<file path="config.mk">
export PLATFORM = sky130hd
export DESIGN_NAME = muldiv_unit_flat
export DESIGN_NICKNAME = d
export VERILOG_FILES = /design/src/rtl/muldiv_unit_if.sv /design/src/rtl/muldiv_unit.sv /design/src/flat_wrapper.sv
export SDC_FILE = /design/constraint.sdc
export NUM_CORES = 1
export LEC_CHECK = 0
export ABC_AREA = 1
export BUFFER_PORTS_ARGS = -buffer_cell sky130_fd_sc_hd__buf_2
export CORE_ASPECT_RATIO = 0.7
export CORE_MARGIN = 2
export CORE_UTILIZATION = 62
export DETAILED_ROUTE_END_ITERATION = 7
export GPL_TIMING_DRIVEN = 0
export PLACE_DENSITY = 0.93
export SLEW_MARGIN = 20
export SYNTH_ARGS = -nofsm -noshare
export SYNTH_HDL_FRONTEND = slang
export SYNTH_SLANG_ARGS = --single-unit
</file>
<file path="constraint.sdc">
create_clock -name clk -period 4.3 [get_ports clk]
set_input_delay 0.215 -clock clk [delete_from_list [all_inputs] [get_ports clk]]
set_output_delay 0.215 -clock clk [all_outputs]
set_load 0.05 [all_outputs]
</file>
<file path="src/rtl/muldiv_unit_if.sv">
// Request/response bundle between the core and muldiv_unit (register-file read ports in, write port out).
interface muldiv_unit_if #(
    parameter int WIDTH = 32
);
    logic             start;
    logic [1:0]       op;
    logic [WIDTH-1:0] src_a;
    logic [WIDTH-1:0] src_b;
    logic [4:0]       rd_in;
    logic             busy;
    logic             done;
    logic [WIDTH-1:0] result;
    logic [4:0]       rd_out;
    logic             we;

    modport master (output start, op, src_a, src_b, rd_in,
                    input  busy, done, result, rd_out, we);
    modport slave  (input  start, op, src_a, src_b, rd_in,
                    output busy, done, result, rd_out, we);
endinterface

</file>
<file path="src/rtl/muldiv_unit.sv">
// Iterative unsigned MUL/MULHU/DIVU/REMU unit with start/busy/done handshake driving the RF write port.
// Define MULDIV_DIV_EN to build the restoring divider; without it DIVU/REMU complete in one cycle with 0.
module muldiv_unit #(
    parameter int WIDTH = 32
) (
    input logic          clk,
    input logic          rst,
    muldiv_unit_if.slave bus
);
    localparam int CW = $clog2(WIDTH);

    typedef enum logic [1:0] {S_IDLE, S_MUL, S_DIV, S_DONE} state_t;

    typedef struct packed {
        logic       hi_sel;  // pick upper half of acc: MULHU high word / REMU remainder
        logic       short_op;
        logic [4:0] rd;
    } req_t;

    state_t             state, state_nxt;
    req_t               req_q;
    logic [CW-1:0]      cnt;
    logic [WIDTH-1:0]   opnd;
    logic [2*WIDTH-1:0] acc, acc_nxt;
    logic [WIDTH-1:0]   result_q;
    logic [4:0]         rd_out_q;
    logic [WIDTH:0]     msum;
    logic               accept, last, running, short_op;
`ifdef MULDIV_DIV_EN
    logic [WIDTH:0]     rsh, rdif;
`endif

    assign accept  = bus.start && (state == S_IDLE || state == S_DONE);
    assign last    = (cnt == CW'(WIDTH - 1));
    assign running = (state == S_MUL) || (state == S_DIV);

    // Divides that need no iterations still spend one cycle in DIV with the
    // counter preloaded, so every op completes through the same last-iteration path.
`ifdef MULDIV_DIV_EN
    assign short_op = bus.op[1] && (bus.src_b == '0);
`else
    assign short_op = bus.op[1];
`endif

    always_ff @(posedge clk or negedge rst) begin
        if (!rst) state <= S_IDLE;
        else      state <= state_nxt;
    end

    always_comb begin
        state_nxt = state;
        case (state)
            S_IDLE, S_DONE: begin
                if (bus.start)            state_nxt = bus.op[1] ? S_DIV : S_MUL;
                else if (state == S_DONE) state_nxt = S_IDLE;
            end
            S_MUL, S_DIV: if (last) state_nxt = S_DONE;
            default:      state_nxt = S_IDLE;
        endcase
    end

    // acc = {hi, lo}: multiply keeps partial sum in hi and shifts the multiplier out of lo;
    // divide keeps the remainder in hi and shifts dividend bits out / quotient bits into lo.
    always_comb begin
        msum    = {1'b0, acc[2*WIDTH-1:WIDTH]} + {1'b0, opnd & {WIDTH{acc[0]}}};
        acc_nxt = {msum, acc[WIDTH-1:1]};
`ifdef MULDIV_DIV_EN
        rsh  = {acc[2*WIDTH-1:WIDTH], acc[WIDTH-1]};
        rdif = rsh - {1'b0, opnd};
        if (state == S_DIV)
            acc_nxt = rdif[WIDTH] ? {rsh[WIDTH-1:0], acc[WIDTH-2:0], 1'b0}
                                  : {rdif[WIDTH-1:0], acc[WIDTH-2:0], 1'b1};
`endif
    end

    always_ff @(posedge clk or negedge rst) begin
        if (!rst) begin
            req_q    <= '0;
            cnt      <= '0;
            opnd     <= '0;
            acc      <= '0;
            result_q <= '0;
            rd_out_q <= '0;
        end else if (accept) begin
            req_q <= '{hi_sel: bus.op[0], short_op: short_op, rd: bus.rd_in};
            cnt   <= short_op ? CW'(WIDTH - 1) : '0;
            if (!bus.op[1]) begin
                opnd <= bus.src_a;
                acc  <= {{WIDTH{1'b0}}, bus.src_b};
            end else if (short_op) begin
`ifdef MULDIV_DIV_EN
                opnd <= bus.op[0] ? bus.src_a : '1;
`else
                opnd <= '0;
`endif
            end else begin
                opnd <= bus.src_b;
                acc  <= {{WIDTH{1'b0}}, bus.src_a};
            end
        end else if (running) begin
            acc <= acc_nxt;
            cnt <= cnt + 1'b1;
            if (last) begin
                if (req_q.short_op)   result_q <= opnd;
                else if (req_q.hi_sel) result_q <= acc_nxt[2*WIDTH-1:WIDTH];
                else                   result_q <= acc_nxt[WIDTH-1:0];
                rd_out_q <= req_q.rd;
            end
        end
    end

    assign bus.busy   = (state != S_IDLE);
    assign bus.done   = (state == S_DONE);
    assign bus.result = result_q;
    assign bus.rd_out = rd_out_q;
    assign bus.we     = (state == S_DONE) && (rd_out_q != '0);
endmodule

</file>
<file path="src/flat_wrapper.sv">
// flat-port wrapper written by rule: the top's interface ports become plain ports
module muldiv_unit_flat 
#(
    parameter int WIDTH = 32
)
  (clk, rst, bus_start, bus_op, bus_src_a, bus_src_b, bus_rd_in, bus_busy, bus_done, bus_result, bus_rd_out, bus_we);
  muldiv_unit_if #(.WIDTH(WIDTH)) bus_i ();
  input logic clk;
  input logic rst;
  input wire logic [$bits(bus_i.start)-1:0] bus_start;
  input wire logic [$bits(bus_i.op)-1:0] bus_op;
  input wire logic [$bits(bus_i.src_a)-1:0] bus_src_a;
  input wire logic [$bits(bus_i.src_b)-1:0] bus_src_b;
  input wire logic [$bits(bus_i.rd_in)-1:0] bus_rd_in;
  output wire logic [$bits(bus_i.busy)-1:0] bus_busy;
  output wire logic [$bits(bus_i.done)-1:0] bus_done;
  output wire logic [$bits(bus_i.result)-1:0] bus_result;
  output wire logic [$bits(bus_i.rd_out)-1:0] bus_rd_out;
  output wire logic [$bits(bus_i.we)-1:0] bus_we;
  assign bus_i.start = bus_start;
  assign bus_i.op = bus_op;
  assign bus_i.src_a = bus_src_a;
  assign bus_i.src_b = bus_src_b;
  assign bus_i.rd_in = bus_rd_in;
  assign bus_busy = bus_i.busy;
  assign bus_done = bus_i.done;
  assign bus_result = bus_i.result;
  assign bus_rd_out = bus_i.rd_out;
  assign bus_we = bus_i.we;
  muldiv_unit #(.WIDTH(WIDTH)) u_core (.clk(clk), .rst(rst), .bus(bus_i));
endmodule
</file>
==> metrics.txt <==
iteration count of the initial detailed-routing pass=8; Die X=150.4 um; Starting Density=0.6336; commonest non-fill, non-tap cells in the layout=nand2_1, inv_1, dfrtp_1; Worst-Margin Slew=0.7182 ns; unrepaired setup endpoints after global routing=false; status=finished with violations; min cycle time layout=3.076 ns; Clock Tree Buf Depth=2; drt via density=5.935; buffers and inverters on the worst path=3; wl on met1=12250 um; leakage power=0.006294 uW; distinct cell type count after synthesis=38; top cell family by delay on the critical path=buffers and inverters; # IOs=114; clock sinks=147; final hold slack=-0.001384 ns; Mapped Area=9298 sq um; Setup TNS=0 ns; DR vias=10080; H-Tree Depth=4; initial antenna violation count=0; CP Depth=14; Relative slew margins=0.5212; GP Congestion=0.9584; violated checks=negative hold slack; worst hold stages=3; post-synthesis sequential area ratio=0.3956; Met2 Wirelength=12910 um; GR Util All Layers=0.3969; FILL cells=1017; drt wl/cell=18.09 um; final core utilization=0.7366; path depth of the worst reg2reg path=14; antenna diode count=0; Met3 Wirelength=4473 um; crit share post-route=0.7154; FF+latch count, synth=147; Hold Violations, Final=1; max_cap viols=0; core area=14680 sq um; worst-path cell chain=clkbuf_1, clkbuf_1, nand2_1, inv_1, ha_1, nand2_1, nand2_1, nand2_1, nand3_2, nand2_1, nand2_2, xor2_1, o21ai_0, a21oi_1; CTS clk-pin slew, worst paths=0.07 ns; worst skew pair latency=0.44 ns; commonest non-fill, non-tap cell in the layout=nand2_1; top_reg_cell synth=dfrtp_1; Max Clk Rate=325.1 MHz; CP arrival=3.44 ns; Cells after Synth=1353; clk root buf=clkbuf_16; slowest CP cell=clkbuf_1; largest area contributor in the netlist=dfrtp_1; asr flop ratio synth=1.000; syn_area_per_cell=6.872 sq um; FP Rows=37; drt initial violations=1405; Yosys Warn Count=0; CTS resizes=0; Pins Over Slew Limit=0; endpoints failing setup=0; CP Launch Type=flop; CTS Buf Count=17; final net count=1602; ANT nets after route=0; number of global-route vias before repair=9433; critical path peak fanout=10; pwr dens=865.1 nW/um^2; Crit Path Class=flop to flop; die footprint=16010 sq um; Hold WC Path Type=input port to flop; Layout area overhead=16.27%; pin count of the biggest net entering global routing=80; Finished Cell Area=10810 sq um; GRT overflow=0; worst clock skew=0.01034 ns; Placed Cells incl. Taps=1662; final routed DRC violation total=0; Total Routed Length=30730 um; HPWL after detailed placement=21720 um; first-pass GRT wire length=48290 um; top post-synthesis cells by area=dfrtp_1, nand2_1, inv_1, a21oi_1, nand3_1; Synthesized Nets=1464; EDFF count, synth=0; Layout Cells excl Fill=1699; Worst path most repeated cell=nand2_1; PortBufs=113; layout cells sized above 1=0.1363; Largest stage delay, worst path=0.43 ns; post-synth top area share=0.3956; Worst EP required=4.67 ns; top layer in use=met4; nature of the critical path endpoint=flop; DIE HEIGHT=106.5 um; worst ir drop on vdd=0.6010 mV; CTS tree=yes; area post-placement=10140 sq um
==> Yosys cell counts, types with 2 or more instances <==
| library cell | count |
|---|---|
| o21ai_1 | 6 |
| nand3b_2 | 2 |
| o21ai_0 | 55 |
| nor2_2 | 4 |
| nand3b_1 | 2 |
| nand3_2 | 4 |
| buf_1 | 3 |
| ha_1 | 36 |
| inv_1 | 194 |
| nand3_1 | 98 |
| nor2_1 | 81 |
| nand2_2 | 19 |
| nor3_1 | 4 |
| o211ai_1 | 28 |
| dlygate4sd1_1 | 2 |
| xor2_1 | 8 |
| and2_1 | 3 |
| inv_2 | 4 |
| o22ai_1 | 5 |
| xnor2_1 | 6 |
| a21oi_1 | 106 |
| a21oi_2 | 9 |
| buf_2 | 12 |
| clkbuf_1 | 40 |
| dfrtp_1 | 147 |
| buf_4 | 2 |
| nand2_1 | 462 |
==> cells by family after synthesis <==
kind of cell	synth area share
AOI/OAI and AO/OA	0.1296
adders and majority gates	0.05060
and+or+nand+nor	0.3025
buffers and inverters	0.1085
DFF	0.3956
xor gates and xnor gates	0.01319
==> power by group <==
group          internal (uW)  switching, uW
Sequential              2000            420
Clock                    837            723
Combinational           1510           3860
Total                   4350           5000
==> what timing repair did <==
action / 4_1_cts / 5_1_grt
endpoints found under the hold margin: 72 / 0
hold buffers: 5 / 0
setup buffers: 0 / 0
==> routing by layer <==
metal | vias to the layer above | global-route usage
met5 | - | 0
met4 | 0 | 0.1449
met3 | 130 | 0.1215
li1 | 4552 | -
met2 | 808 | 0.5744
met1 | 4594 | 0.5625
==> flip-flops by register name, summed over array words and instances, names as in the netlist <==
| name | flops |
|---|---|
| u_core.req_q | 7 |
| u_core.acc | 64 |
| u_core.cnt | 5 |
| u_core.bus.rd_out | 5 |
| u_core.opnd | 32 |
| u_core.state | 2 |
| u_core.bus.result | 32 |
==> final cells by class <==
cell class | count | area, sq um | share of cell area
tap | 195 | 244.0 | 0.02257
buffer | 60 | 265.3 | 0.02454
timing repair buffer | 119 | 653.1 | 0.06042
multi-input combinational | 948 | 4611 | 0.4265
clock buffer | 17 | 425.4 | 0.03935
sequential | 147 | 3679 | 0.3403
clock inverter | 15 | 190.2 | 0.01759
inverter | 198 | 743.2 | 0.06875
==> path summary, 6_finish.rpt <==
check | slack [ns] | from | end
max | 1.22 | u_core.acc[0] | u_core.bus.result[9]
min | -0.001 | bus_src_a[6] | u_core.opnd[6]
max reg2reg | 1.22 | u_core.acc[0] | u_core.bus.result[9]
min reg2reg | 0.48 | u_core.req_q[1] | u_core.req_q[1]
max in group asynchronous | 3.18 | rst | u_core.acc[46]
min in group asynchronous | 0.34 | rst | u_core.acc[15]
==> worst min-delay path, stage by stage <==
cell and delay, ns:
buf_2 0.07, nand3_1 0.07, nand2_1 0.05
==> metrics by stage <==
step | power (uW) | hold slack, ns | setup slack, ns
after floorplan | 5937 | -0.08059 | 2.121
after global placement | 7242 | 0.4264 | 0.9841
after detailed placement | 7429 | 0.2046 | 1.498
after CTS | 9102 | 0.001708 | 1.362
after global routing | 9836 | 0.01500 | 1.068
final | 9352 | -0.001384 | 1.224
(Power assumes the default switching activity.)
